File: src/rtl/muldiv_pkg.sv
// rtl/muldiv_pkg.sv - shared encodings and constants for the multiply/divide sequencer
package muldiv_pkg;
   localparam int DATA_W = 32;
   localparam int ITER   = DATA_W;

   typedef enum logic [1:0] {
      OP_MULT  = 2'b00,
      OP_MULTU = 2'b01,
      OP_DIV   = 2'b10,
      OP_DIVU  = 2'b11
   } op_e;

   typedef enum logic [1:0] {
      ST_IDLE  = 2'b00,
      ST_CALC  = 2'b01,
      ST_FIXUP = 2'b10,
      ST_DONE  = 2'b11
   } state_e;
endpackage

File: src/rtl/muldiv_if.sv
// rtl/muldiv_if.sv - request/result bundle between a requester and the sequencer
interface muldiv_if
   import muldiv_pkg::*;
#(
   parameter int WIDTH = DATA_W
) ();
   logic             start;
   op_e              op;
   logic [WIDTH-1:0] src_a;
   logic [WIDTH-1:0] src_b;
   logic             busy;
   logic             done;
   logic [WIDTH-1:0] hi;
   logic [WIDTH-1:0] lo;
   logic             div_by_zero;

   modport master (
      output start, op, src_a, src_b,
      input  busy, done, hi, lo, div_by_zero
   );

   modport slave (
      input  start, op, src_a, src_b,
      output busy, done, hi, lo, div_by_zero
   );
endinterface

File: src/rtl/muldiv_step.sv
// rtl/muldiv_step.sv - one-iteration WIDTH+1-bit adder/subtractor
module muldiv_step #(
   parameter int WIDTH = 32
) (
   input  logic [WIDTH:0] i_a,
   input  logic [WIDTH:0] i_b,
   input  logic           i_sub,
   output logic [WIDTH:0] o_res
);
   assign o_res = i_sub ? (i_a - i_b) : (i_a + i_b);
endmodule

File: src/rtl/muldiv_sequencer.sv
// rtl/muldiv_sequencer.sv - iterative 32-bit signed/unsigned multiply and divide
module muldiv_sequencer
   import muldiv_pkg::*;
#(
   parameter int WIDTH = DATA_W
) (
   input  logic     clk,
   input  logic     reset,
   muldiv_if.slave  bus
);
   state_e             r_state, w_next;
   logic [5:0]         r_cnt;
   logic               r_is_div;
   logic               r_sign_a, r_sign_b;
   logic [WIDTH-1:0]   r_opb;
   logic [2*WIDTH-1:0] r_prod;
   logic [WIDTH-1:0]   r_hi, r_lo;
   logic               r_dbz;

   logic               w_busy, w_done;
   logic               w_req_div, w_req_signed, w_req_dbz;
   logic [WIDTH-1:0]   w_mag_a, w_mag_b;
   logic [WIDTH:0]     w_step_a, w_step_b, w_step_res;
   logic               w_step_sub;
   logic [2*WIDTH-1:0] w_prod_next, w_prod_neg;
   logic [WIDTH-1:0]   w_fix_hi, w_fix_lo;

   // Decode the incoming request; signed ops work on operand magnitudes
   assign w_req_div    = (bus.op == OP_DIV) || (bus.op == OP_DIVU);
   assign w_req_signed = (bus.op == OP_MULT) || (bus.op == OP_DIV);
   assign w_req_dbz    = w_req_div && (bus.src_b == '0);
   assign w_mag_a      = (w_req_signed && bus.src_a[WIDTH-1]) ? -bus.src_a : bus.src_a;
   assign w_mag_b      = (w_req_signed && bus.src_b[WIDTH-1]) ? -bus.src_b : bus.src_b;

   // Divide keeps {remainder, quotient} in r_prod; the shifted-in remainder is r_prod[2W-1:W-1]
   always_comb begin
      w_step_sub = r_is_div;
      w_step_b   = {1'b0, r_opb};
      w_step_a   = r_is_div ? r_prod[2*WIDTH-1:WIDTH-1] : {1'b0, r_prod[2*WIDTH-1:WIDTH]};
      if (r_is_div) begin
         w_prod_next = w_step_res[WIDTH] ? {r_prod[2*WIDTH-2:0], 1'b0}
                                         : {w_step_res[WIDTH-1:0], r_prod[WIDTH-2:0], 1'b1};
      end else begin
         w_prod_next = r_prod[0] ? {w_step_res, r_prod[WIDTH-1:1]}
                                 : {1'b0, r_prod[2*WIDTH-1:1]};
      end
   end

   muldiv_step #(.WIDTH(WIDTH)) u_step (
      .i_a   (w_step_a),
      .i_b   (w_step_b),
      .i_sub (w_step_sub),
      .o_res (w_step_res)
   );

   // Sign correction; sign flags are zero for unsigned ops so those pass through
   always_comb begin
      w_prod_neg = -r_prod;
      if (r_is_div) begin
         w_fix_lo = (r_sign_a ^ r_sign_b) ? -r_prod[WIDTH-1:0] : r_prod[WIDTH-1:0];
         w_fix_hi = r_sign_a ? -r_prod[2*WIDTH-1:WIDTH] : r_prod[2*WIDTH-1:WIDTH];
      end else begin
         w_fix_lo = (r_sign_a ^ r_sign_b) ? w_prod_neg[WIDTH-1:0] : r_prod[WIDTH-1:0];
         w_fix_hi = (r_sign_a ^ r_sign_b) ? w_prod_neg[2*WIDTH-1:WIDTH] : r_prod[2*WIDTH-1:WIDTH];
      end
   end

   // State register
   always_ff @(posedge clk) begin
      if (reset) r_state <= ST_IDLE;
      else       r_state <= w_next;
   end

   // Next-state and status outputs
   always_comb begin
      w_next = r_state;
      w_busy = 1'b0;
      w_done = 1'b0;
      case (r_state)
         ST_IDLE:  if (bus.start) w_next = w_req_dbz ? ST_DONE : ST_CALC;
         ST_CALC: begin
            w_busy = 1'b1;
            if (r_cnt == 6'(ITER-1)) w_next = ST_FIXUP;
         end
         ST_FIXUP: begin
            w_busy = 1'b1;
            w_next = ST_DONE;
         end
         ST_DONE: begin
            w_done = 1'b1;
            w_next = ST_IDLE;
         end
         default:  w_next = ST_IDLE;
      endcase
   end

   // Operand capture, iteration and result registers
   always_ff @(posedge clk) begin
      if (reset) begin
         r_cnt    <= '0;
         r_is_div <= 1'b0;
         r_sign_a <= 1'b0;
         r_sign_b <= 1'b0;
         r_opb    <= '0;
         r_prod   <= '0;
         r_hi     <= '0;
         r_lo     <= '0;
         r_dbz    <= 1'b0;
      end else begin
         case (r_state)
            ST_IDLE: if (bus.start) begin
               r_cnt    <= '0;
               r_is_div <= w_req_div;
               r_sign_a <= w_req_signed && bus.src_a[WIDTH-1];
               r_sign_b <= w_req_signed && bus.src_b[WIDTH-1];
               r_opb    <= w_mag_b;
               r_prod   <= {{WIDTH{1'b0}}, w_mag_a};
               r_dbz    <= w_req_dbz;
               if (w_req_dbz) begin
                  r_hi <= bus.src_a;
                  r_lo <= '1;
               end
            end
            ST_CALC: begin
               r_prod <= w_prod_next;
               r_cnt  <= (r_cnt == 6'(ITER-1)) ? 6'd0 : r_cnt + 6'd1;
            end
            ST_FIXUP: begin
               r_hi <= w_fix_hi;
               r_lo <= w_fix_lo;
            end
            default: ;
         endcase
      end
   end

   assign bus.busy        = w_busy;
   assign bus.done        = w_done;
   assign bus.div_by_zero = w_done & r_dbz;
   assign bus.hi          = r_hi;
   assign bus.lo          = r_lo;
endmodule

File: src/flat_wrapper.sv
// flat-port wrapper written by rule: the top's interface ports become plain ports
module muldiv_sequencer_flat import muldiv_pkg::*;
#(
   parameter int WIDTH = DATA_W
)
  (clk, reset, bus_start, bus_op, bus_src_a, bus_src_b, bus_busy, bus_done, bus_hi, bus_lo, bus_div_by_zero);
  muldiv_if #(.WIDTH(WIDTH)) bus_i ();
  input  logic clk;
  input  logic reset;
  input wire logic [$bits(bus_i.start)-1:0] bus_start;
  input wire logic [$bits(bus_i.op)-1:0] bus_op;
  input wire logic [$bits(bus_i.src_a)-1:0] bus_src_a;
  input wire logic [$bits(bus_i.src_b)-1:0] bus_src_b;
  output wire logic [$bits(bus_i.busy)-1:0] bus_busy;
  output wire logic [$bits(bus_i.done)-1:0] bus_done;
  output wire logic [$bits(bus_i.hi)-1:0] bus_hi;
  output wire logic [$bits(bus_i.lo)-1:0] bus_lo;
  output wire logic [$bits(bus_i.div_by_zero)-1:0] bus_div_by_zero;
  assign bus_i.start = bus_start;
  assign bus_i.op = bus_op;
  assign bus_i.src_a = bus_src_a;
  assign bus_i.src_b = bus_src_b;
  assign bus_busy = bus_i.busy;
  assign bus_done = bus_i.done;
  assign bus_hi = bus_i.hi;
  assign bus_lo = bus_i.lo;
  assign bus_div_by_zero = bus_i.div_by_zero;
  muldiv_sequencer #(.WIDTH(WIDTH)) u_core (.clk(clk), .reset(reset), .bus(bus_i));
endmodule
File: config.mk
export PLATFORM = sky130hd
export DESIGN_NAME = muldiv_sequencer_flat
export DESIGN_NICKNAME = d
export VERILOG_FILES = /design/src/rtl/muldiv_pkg.sv /design/src/rtl/muldiv_if.sv /design/src/rtl/muldiv_step.sv /design/src/rtl/muldiv_sequencer.sv /design/src/flat_wrapper.sv
export SDC_FILE = /design/constraint.sdc
export NUM_CORES = 1
export LEC_CHECK = 0
export ABC_AREA = 0
export BUFFER_PORTS_ARGS = -buffer_cell sky130_fd_sc_hd__buf_2
export CORE_MARGIN = 4
export CORE_UTILIZATION = 61
export CTS_BUF_LIST = sky130_fd_sc_hd__clkbuf_4 sky130_fd_sc_hd__clkbuf_8 sky130_fd_sc_hd__clkbuf_16
export DETAILED_ROUTE_END_ITERATION = 7
export MAX_ROUTING_LAYER = met4
export PLACE_DENSITY = 0.81
export SLEW_MARGIN = 20
export SYNTH_ARGS = -nofsm -noshare
export SYNTH_HDL_FRONTEND = slang
export SYNTH_SLANG_ARGS = --single-unit
File: constraint.sdc
create_clock -name clk -period 5.7 [get_ports clk]
set_input_delay 1.14 -clock clk [delete_from_list [all_inputs] [get_ports clk]]
set_output_delay 1.14 -clock clk [all_outputs]
set_load 0.02 [all_outputs]
==> metrics.txt, run 1 <==
met3 GRT Util=4.29%; post-synthesis sequential area ratio=23.9%; Switch Pwr=3.37 mW; ys async rst share=0%; total wire length=47.1 mm; proportion of synthesized area in mux cells=6.91%; Post-CTS Hold Fix Bufs=0; Crit Path Max Fanout=20; part of the power in registers=26.5%; Setup WS pre-CTS=844 ps; Post-synth EDFFs=0; crit path kind=reg2reg; Comb power frac=56.6%; Pleak=5.88 nW; Achievable Freq=201 MHz; pin count of the biggest net entering global routing=87; compound-cell area share of the yosys netlist=26.4%; Die Height=162 um; Detail Route Antenna Nets=0; maximum clock path buffer count=2; Core ar.=23,300 um^2; CTS tree=built; Layout Nets=2,031; Rows=56; # port buffers=135; status=finished, final reports clean; Least-Margin Pin Slew=1020 ps; internal power=3.49 mW; initial antenna violation count=0; Inserted Diodes=0; clock tree sinks=172; post-layout minimum cycle time=4980 ps; crit path capture type=flip-flop; most common cell in the synthesized netlist=nor2_1; TritonRoute pass-1 iters=6; gr usage total=35.5%; count of final hold-check violations=0; clock tree root buffer cell=clkbuf_16; grt total ovfl=0; Initial DRC Count=1,417; buffer count from post-CTS setup fixing=0; count of endpoints failing setup in the final report=0; I/O pin total=136; Clk pwr share=17.0%; H-tree levels=4; Cell variety after synth=93; via count of the first global-routing pass=13,630; clock latency on the worst-skew pair=430 ps; Mapped Cells=1,906; busiest grt layer=met2; Avg WL per Cell=20.9 um; Die ar.=26,200 um^2; CP startpoint kind=flip-flop; syn avg cell area=7.57 um^2; Synth Cell Area=14,400 um^2; clock buffer count from CTS=17; FF-to-FF setup slack=720 ps; Yosys reg bits=172; relative slew slack=32.1%; cell taking the most area after synthesis=dfxtp_1; vias per inst=6.63; Hold Path Class=reg2reg; Post-DP HPWL=34.9 mm; Pwr Total=6.85 mW; Post-synth top cells=204 x nor2_1, 172 x dfxtp_1, 162 x nand2_1, 150 x a21oi_1, 119 x clkbuf_1; Clock transition at path regs=80 ps; GR Util met2=57.8%; GPL Wtd Cong=1.01; critical path arrival=5290 ps; total number of vias=14,921; global-route wire length before repair=73.6 mm; die width=162 um; post-route clock skew=10.5 ps; worst vdd ir=0.255 mV; Slew Viols, Final=0; largest family of logic cells by synthesized area=compound AO/OA/AOI/OAI gates; max-cap check violation count=0; Syn-to-layout area delta=7.40%; M1 GR Usage=43.6%; setup_tns=0 ps; PwrDens=442 nW/um^2; RSZ-0062 raised after global routing=false; Yosys warnings=0; Crit path required time=6010 ps; share of cells above drive strength 1=14.4%; final worst path period share=87.3%; final worst setup slack=724 ps; top_reg_cell synth=dfxtp_1; Initial Util=61.8%; Synth Area in Simple Gates=22.4%; top cell type's share of synthesized area=23.9%; Post-CTS Resized=0; xor/xnor cell area share of the yosys netlist=9.90%; largest cells by area after synthesis=dfxtp_1 24%, xnor2_1 6.2%, nor2_1 5.3%; syn nets=2,018; Switching Fraction=49.1%; drt drc=0; adder-cell area share of the yosys netlist=3.78%
## area by class of cell
cell class              instances  area, um^2
clock buffers                  18         433
clock inverters                13         135
fillers                      2037        7840
inverters                      43         161
multi-input cells            1528       10100
flip-flops and latches        172        3450
well taps                     319         399
repair buffers                157         856
## final timing paths
kind	startpoint	end	depth (start not counted)
min	u_core.bus.hi[28]	u_core.bus.hi[28]	2
max	u_core.r_opb[10]	u_core.r_prod[62]	16
max reg2reg	u_core.r_opb[10]	u_core.r_prod[62]	16
min reg2reg	u_core.bus.hi[28]	u_core.bus.hi[28]	2
## logic make-up (layout without fill, tap and decap cells)
family,count (synthesis),in the layout
AO/OA/AOI/OAI,576,576
XOR/XNOR,163,163
adder cells (fa/ha/maj),43,43
buffers and inverters,206,231
flip-flops,172,172
multiplexers,93,93
AND/OR/NAND/NOR,653,653
## metrics by stage
stage	util (%)	instance area [um^2]	hold WS [ps]	cells
final	66.4	15500	461	2250
after global routing	66.4	15500	495	2250
after CTS	66.4	15500	459	2250
after detailed placement	64.0	14900	448	2219
after global placement	63.9	14900	438	2219
after floorplan	-	14400	427	1906
## state kept, by name (all words and copies together), names as in the netlist, 2 cells and up
register / count
u_core.bus.hi: 32
u_core.r_prod: 64
u_core.r_opb: 32
u_core.r_state: 2
u_core.bus.lo: 32
u_core.r_cnt: 6
## placed cells by master, fill, tap and decap left out, types with 14 or more instances in the layout
cell / count
a211oi_1: 61
a21o_1: 17
a21oi_1: 149
a311oi_1: 26
a31oi_1: 25
and3_1: 14
buf_2: 134
buf_4: 22
clkbuf_16: 17
dfxtp_1: 171
ha_1: 40
inv_1: 42
mux2_2: 43
mux2i_1: 47
nand2_1: 162
nand2b_1: 14
nand3_1: 44
nand4_1: 17
nor2_1: 204
nor3_1: 54
nor4_1: 24
o211ai_1: 42
o21ai_0: 72
o21ai_1: 42
o31ai_1: 21
or3_1: 20
or4_1: 21
xnor2_1: 102
xor2_1: 60
## layer usage
layer  routed length [um]  vias to the layer above  share of wire, %
met4                 2500                        0               5.3
li1                     -                     7036                 -
met5                    0                        -                 0
met1                19000                     7042                40
met3                 3360                      129               7.1
met2                22200                      714                47
## critical path: stages, from the launching register on
cell,delay (ps)
dfxtp_1,360
or4_4,570
nor3_2,220
and3_1,260
and2_1,240
a21oi_1,110
xnor2_1,150
ha_1,360
a21o_1,190
a211oi_1,300
nor3b_1,310
a31o_2,270
and3_1,660
nor2_1,140
buf_4,240
o311ai_0,330
o21ai_1,110
## power groups by stage
stage | Combinational (mW) | Sequential [mW] | Clock, mW
floorplan | 2.87 | 1.78 | 0
global placement | 3.72 | 1.82 | 0
detailed placement | 3.78 | 1.83 | 0
CTS | 3.81 | 1.80 | 1.15
global route | 4.20 | 1.85 | 1.21
finish | 3.88 | 1.82 | 1.16
Note: power is estimated with default switching activity, not from simulation.
==> run 2, diff against run 1 <==
--- a/config.mk
+++ b/config.mk
@@ -11,7 +11,6 @@
 export CORE_UTILIZATION = 61
 export CTS_BUF_LIST = sky130_fd_sc_hd__clkbuf_4 sky130_fd_sc_hd__clkbuf_8 sky130_fd_sc_hd__clkbuf_16
 export DETAILED_ROUTE_END_ITERATION = 7
-export MAX_ROUTING_LAYER = met4
 export PLACE_DENSITY = 0.81
 export SLEW_MARGIN = 20
 export SYNTH_ARGS = -nofsm -noshare
==> metrics.txt, run 2 (synthesis gave the netlist of run 1 again) <==
status=finished, final reports clean (unchanged); Layout Nets=2,034 (was 2,031); Least-Margin Pin Slew=967 ps (was 1020 ps); Crit-path slowest cell=or4_4 (was and3_1); Clock transition at path regs=70 ps (was 80 ps); count of final hold-check violations=0 (unchanged); Post-DP HPWL=34.8 mm (was 34.9 mm); CP peak stage delay=580 ps (was 660 ps); Hold Path Class=reg2reg (unchanged); Reg-to-Reg Start=u_core.r_opb[10] (unchanged); setup_tns=0 ps (unchanged); count of endpoints failing setup in the final report=0 (unchanged); Largest delay share family, worst path=simple AND/OR/NAND/NOR gates (unchanged); final instance area=15,600 um^2 (was 15,500 um^2); Initial DRC Count=1,470 (was 1,417); Avg WL per Cell=20.8 um (was 20.9 um); vias per inst=6.61 (was 6.63); drt drc=0 (unchanged); crit path capture type=flip-flop (unchanged); Hold EP=u_core.bus.hi[28] (unchanged); post-layout minimum cycle time=4790 ps (was 4980 ps); most flop-heavy register=u_core.r_prod (unchanged); I/O pin total=136 (unchanged); FF-to-FF setup slack=910 ps (was 720 ps); Die Height=162 um (unchanged); Crit path required time=6080 ps (was 6010 ps); via count of the first global-routing pass=13,984 (was 13,630); total number of vias=14,886 (was 14,921); Die ar.=26,200 um^2 (unchanged); buffer count from post-CTS setup fixing=0 (unchanged); Post-CTS Hold Fix Bufs=0 (unchanged); Detail Route Antenna Nets=0 (unchanged); Pleak=5.94 nW (was 5.88 nW); gr usage total=34.6% (was 35.5%); Initial Util=61.8% (unchanged); TritonRoute pass-1 iters=7 (was 6); die width=162 um (unchanged); clock tree root buffer cell=clkbuf_16 (unchanged); pin count of the biggest net entering global routing=89 (was 87); Rows=56 (unchanged); commonest non-fill, non-tap cell in the layout=nor2_1 (unchanged); H-tree levels=4 (unchanged); Pwr Total=6.99 mW (was 6.85 mW); CP dominant cell by count=a21o_1 (was and3_1); worst hold margin=457 ps (was 461 ps); post-route clock skew=14.6 ps (was 10.5 ps); maximum clock path buffer count=2 (unchanged); final worst path period share=84.0% (was 87.3%); Buf+Inv Stages, Crit Path=0 (was 1); Crit Path Max Fanout=15 (was 20); max FFs per register=64 (unchanged); PwrDens=449 nW/um^2 (was 442 nW/um^2); share of cells above drive strength 1=14.6% (was 14.4%); clock buffer count from CTS=17 (unchanged); Hold Crit Depth=2 (unchanged); worst r2r dst=u_core.r_prod[51] (was u_core.r_prod[62]); fill count=2,053 (was 2,037); critical path arrival=5170 ps (was 5290 ps); total wire length=46.8 mm (was 47.1 mm); CP startpoint kind=flip-flop (unchanged); relative slew slack=35.5% (was 32.1%); Post-CTS Resized=0 (unchanged); Inserted Diodes=0 (unchanged); max-cap check violation count=0 (unchanged); most frequent cells in the layout=204 x nor2_1, 171 x dfxtp_1, 162 x nand2_1 (unchanged); crit-path cells=or4_4, nor3_2, and3_1, and2_1, a21oi_1, xnor2_1, ha_1, a21o_1, a211oi_1, nor3b_1, a31o_2, a21o_1, nand2_1, o41ai_1, a221o_1 (was or4_4, nor3_2, and3_1, and2_1, a21oi_1, xnor2_1, ha_1, a21o_1, a211oi_1, nor3b_1, a31o_2, and3_1, nor2_1, buf_4, o311ai_0, o21ai_1); clock latency on the worst-skew pair=440 ps (was 430 ps); Placed Area=14,900 um^2 (about the same); worst vdd ir=0.249 mV (was 0.255 mV); Worst Reg2Reg Path Length in Cells=15 (was 16); Core ar.=23,300 um^2 (unchanged); Slew Viols, Final=0 (unchanged); hold path startpoint=u_core.bus.hi[28] (unchanged); GPL Wtd Cong=1.01 (about the same); global-route wire length before repair=74.2 mm (was 73.6 mm); RSZ-0062 raised after global routing=false (unchanged); Achievable Freq=209 MHz (was 201 MHz); crit path kind=reg2reg (unchanged); initial antenna violation count=0 (unchanged); Syn-to-layout area delta=8.02% (was 7.40%); clock tree sinks=172 (unchanged); # port buffers=135 (unchanged); CTS tree=built (unchanged); grt total ovfl=0 (unchanged)
[run 2: changes by cell type in the layout (fill, tap and decap cells not counted), sizes merged]
cell	change
clkbuf	+1
clkinv	-1
bufinv	+2
buf	+3
clkinvlp	-2
[run 2: power by group]
part | leakage (nW) | switching (mW) | internal (mW)
combinational | 4.23 | 2.48 | 1.42
sequential | 1.40 | 0.368 | 1.46
clock | 0.305 | 0.544 | 0.720
total | 5.94 | 3.39 | 3.60
[run 2: final cells by class]
class / instances / area [um^2] / share of cell area (%)
Sequential cell: 172 / 3450 / 22.1
Tap cell: 319 / 399 / 2.56
Timing Repair Buffer: 160 / 886 / 5.69
Multi-Input combinational cell: 1528 / 10100 / 64.6
Clock buffer: 19 / 447 / 2.87
Inverter: 43 / 161 / 1.04
Clock inverter: 12 / 180 / 1.16
[run 2: worst max-delay path by stage]
stage | startpoint | endpoint | slack, ps | cells after the start
after floorplan | u_core.r_is_div | u_core.r_prod[48] | 1120 | 15
after CTS | u_core.r_opb[10] | u_core.r_prod[51] | 1000 | 15
after global routing | u_core.r_opb[2] | u_core.r_prod[51] | 540 | 17
final | u_core.r_opb[10] | u_core.r_prod[51] | 910 | 15
after detailed placement | bus_src_b[20] | u_core.bus.lo[11] | 1000 | 10
after global placement | bus_src_b[20] | u_core.bus.lo[13] | 1160 | 10
[run 2: metal layers]
metal	part of all wire [%]	track usage, %
met1	40	43.5
met2	47	57.9
met3	7.1	4.82
met4	5.6	17.9
met5	0	0
[run 2: worst register-to-register path: cells and delay by family, from the launching register on]
family / cells / cell delay, ps
AO/OA/AOI/OAI: 7 / 1800
flip-flops: 1 / 370
XOR/XNOR: 1 / 170
AND/OR/NAND/NOR: 6 / 2040
adder cells (fa/ha/maj): 1 / 350
[run 2: metrics by stage]
step,utilization (%),std cells,setup WS [ps]
2_1_floorplan,-,1906,1120
3_3_place_gp,63.9,2221,1160
3_5_place_dp,64.0,2221,1000
4_1_cts,66.7,2252,1000
5_1_grt,66.8,2253,545
6_report,66.8,2253,909
==> run 3, diff against run 2 <==
--- a/config.mk
+++ b/config.mk
@@ -8,10 +8,10 @@
 export ABC_AREA = 0
 export BUFFER_PORTS_ARGS = -buffer_cell sky130_fd_sc_hd__buf_2
 export CORE_MARGIN = 4
-export CORE_UTILIZATION = 61
+export CORE_UTILIZATION = 55
 export CTS_BUF_LIST = sky130_fd_sc_hd__clkbuf_4 sky130_fd_sc_hd__clkbuf_8 sky130_fd_sc_hd__clkbuf_16
 export DETAILED_ROUTE_END_ITERATION = 7
-export PLACE_DENSITY = 0.81
+export PLACE_DENSITY = 0.77
 export SLEW_MARGIN = 20
 export SYNTH_ARGS = -nofsm -noshare
 export SYNTH_HDL_FRONTEND = slang
==> constraint.sdc (replaced) <==
create_clock -name clk -period 4.2 [get_ports clk]
set_input_delay 0.84 -clock clk [delete_from_list [all_inputs] [get_ports clk]]
set_output_delay 0.84 -clock clk [all_outputs]
set_load 0.02 [all_outputs]
==> metrics.txt, run 3 (synthesis gave the netlist of run 1 again) <==
most frequent cells in the layout=202 x nor2_1, 170 x dfxtp_1, 162 x nand2_1 (was 204 x nor2_1, 171 x dfxtp_1, 162 x nand2_1); die width=170 um (was 162 um); Slew Viols, Final=0 (unchanged); Initial Util=55.7% (was 61.8%); Core ar.=25,900 um^2 (was 23,300 um^2); critical path arrival=4400 ps (was 5170 ps); Least-Margin Pin Slew=879 ps (was 967 ps); PwrDens=595 nW/um^2 (was 449 nW/um^2); status=finished, final reports clean (unchanged); pin count of the biggest net entering global routing=73 (was 89); Switch Pwr=4.73 mW (was 3.39 mW); Hold EP=u_core.bus.hi[9] (was u_core.bus.hi[28]); count of final hold-check violations=0 (unchanged); CTS tree=built (unchanged); Reg-to-Reg Start=u_core.r_opb[2] (was u_core.r_opb[10]); initial antenna violation count=0 (unchanged); count of endpoints failing setup in the final report=0 (unchanged); commonest non-fill, non-tap cell in the layout=nor2_1 (unchanged); CP startpoint kind=flip-flop (unchanged); Die Height=170 um (was 162 um); Inst Count DP=2,298 (was 2,221); clock latency on the worst-skew pair=450 ps (was 440 ps); Hold Crit Depth=2 (unchanged); Post-CTS Hold Fix Bufs=0 (unchanged); Hold Path Class=reg2reg (unchanged); Detail Route Antenna Nets=0 (unchanged); clock buffer count from CTS=17 (unchanged); part of the power in registers=25.5% (was 26.2%); via count of the first global-routing pass=13,668 (was 13,984); Post-DP HPWL=37.0 mm (was 34.8 mm); gr usage total=32.4% (was 34.6%); I/O pin total=136 (unchanged); internal power=4.91 mW (was 3.60 mW); Avg WL per Cell=21.0 um (was 20.8 um); post-route clock skew=18.5 ps (was 14.6 ps); most flop-heavy register=u_core.r_prod (unchanged); max-cap check violation count=0 (unchanged); hold path startpoint=u_core.bus.hi[9] (was u_core.bus.hi[28]); clock tree sinks=172 (unchanged); Comb power frac=57.7% (was 55.7%); crit path kind=reg2reg (unchanged); Layout Nets=2,096 (was 2,034); worst setup path start=u_core.r_opb[2] (was u_core.r_opb[10]); RSZ-0062 raised after global routing=true (was false); Worst Reg2Reg Path Length in Cells=14 (was 15); TritonRoute pass-1 iters=6 (was 7); crit path capture type=flip-flop (unchanged); worst r2r dst=u_core.r_prod[62] (was u_core.r_prod[51]); setup_tns=0 ps (unchanged); FF-to-FF setup slack=120 ps (was 910 ps); # port buffers=135 (unchanged); fill count=2,362 (was 2,053); total wire length=49.0 mm (was 46.8 mm); GPL Wtd Cong=1.02 (was 1.01); Switching Fraction=49.0% (was 48.5%); share of cells above drive strength 1=18.7% (was 14.6%); final worst path period share=97.1% (was 84.0%); Die ar.=28,900 um^2 (was 26,200 um^2); Pleak=6.24 nW (was 5.94 nW); H-tree levels=4 (unchanged); global-route wire length before repair=75.5 mm (was 74.2 mm); Inserted Diodes=0 (unchanged); grt total ovfl=0 (unchanged); total number of vias=15,132 (was 14,886); vias per inst=6.49 (was 6.61); Final Non-Filler Cells=2,332 (was 2,253); drt drc=0 (unchanged); relative slew slack=41.3% (was 35.5%); worst vdd ir=0.361 mV (was 0.249 mV); max FFs per register=64 (unchanged); clock tree root buffer cell=clkbuf_16 (unchanged); Crit Path Max Fanout=6 (was 15); Initial DRC Count=1,515 (was 1,470); maximum clock path buffer count=2 (unchanged); Crit path required time=4520 ps (was 6080 ps); Clk pwr share=16.8% (was 18.1%); post-layout minimum cycle time=4080 ps (was 4790 ps); Clock transition at path regs=80 ps (was 70 ps); Syn-to-layout area delta=12.3% (was 8.02%); Achievable Freq=245 MHz (was 209 MHz); Rows=59 (was 56)
[run 3: cell types whose count changed in the layout (fill, tap and decap cells not counted), moves of 3 or more]
cell,previous run,this run
buf_4,25,83
a21oi_2,2,6
buf_12,0,4
ha_1,40,36
ha_2,2,6
inv_8,2,6
nor3_1,54,50
a2111oi_0,6,3
a21oi_1,149,146
bufinv_16,3,0
inv_6,3,0
[run 3: layout make-up]
cell class	instances	area [um^2]	area share, %
clock buffer	18	439	2.71
tap	335	419	2.59
sequential	172	3450	21.3
timing repair buffer	222	1390	8.55
inverter	43	161	0.997
clock inverter	14	149	0.920
multi-input combinational	1528	10200	62.9
[run 3: worst max-delay path, cell delays in order (launching register included)]
cell	delay [ps]
dfxtp_1	370
nor4_1	380
and4b_2	360
nand2_1	110
o41ai_1	320
xor2_1	280
ha_1	340
a21oi_1	200
o21ai_1	170
a21oi_1	160
o21ai_0	110
or4_1	570
a311o_1	370
o311ai_0	110
o21ai_1	120
[run 3: through the flow]
step	hold slack [ps]	total power, mW	utilization [%]	area, um^2	setup slack [ps]
finish	460	9.64	62.5	16200	120
global route	480	10.2	62.5	16200	-138
CTS	459	9.49	62.0	16100	13.2
detailed placement	450	7.85	59.6	15400	20.1
global placement	437	7.77	59.6	15400	108
floorplan	427	6.32	-	14400	90.7
[run 3: repair_timing]
item / in CTS / in global routing
gates cloned: 0 / 0
resized for setup: 3 / 33
hold endpoints to repair: 0 / 0
pin swaps: 0 / 4
setup buffers: 0 / 2
endpoints found under the setup margin: 4 / 33
[run 3: power groups by stage]
stage | sequential (mW) | clock [mW] | combinational, mW
finish | 2.46 | 1.62 | 5.56
global route | 2.50 | 1.70 | 6.03
CTS | 2.43 | 1.64 | 5.42
detailed placement | 2.47 | 0 | 5.38
global placement | 2.46 | 0 | 5.31
floorplan | 2.41 | 0 | 3.90
[run 3: worst max path at each step]
stage                         to  depth (start not counted)
6_report       u_core.r_prod[62]                         14
4_1_cts        u_core.r_prod[62]                         14
3_3_place_gp   u_core.r_prod[62]                         14
5_1_grt        u_core.r_prod[62]                         14
3_5_place_dp   u_core.r_prod[55]                         16
2_1_floorplan  u_core.r_prod[48]                         15
[run 3: layer usage]
layer	up-vias	wire (um)	global-route usage, %
met5	-	0	0
met4	0	2750	16.4
met3	160	3260	4.39
met2	711	23200	54.3
met1	7084	19700	40.8
li1	7177	-	-
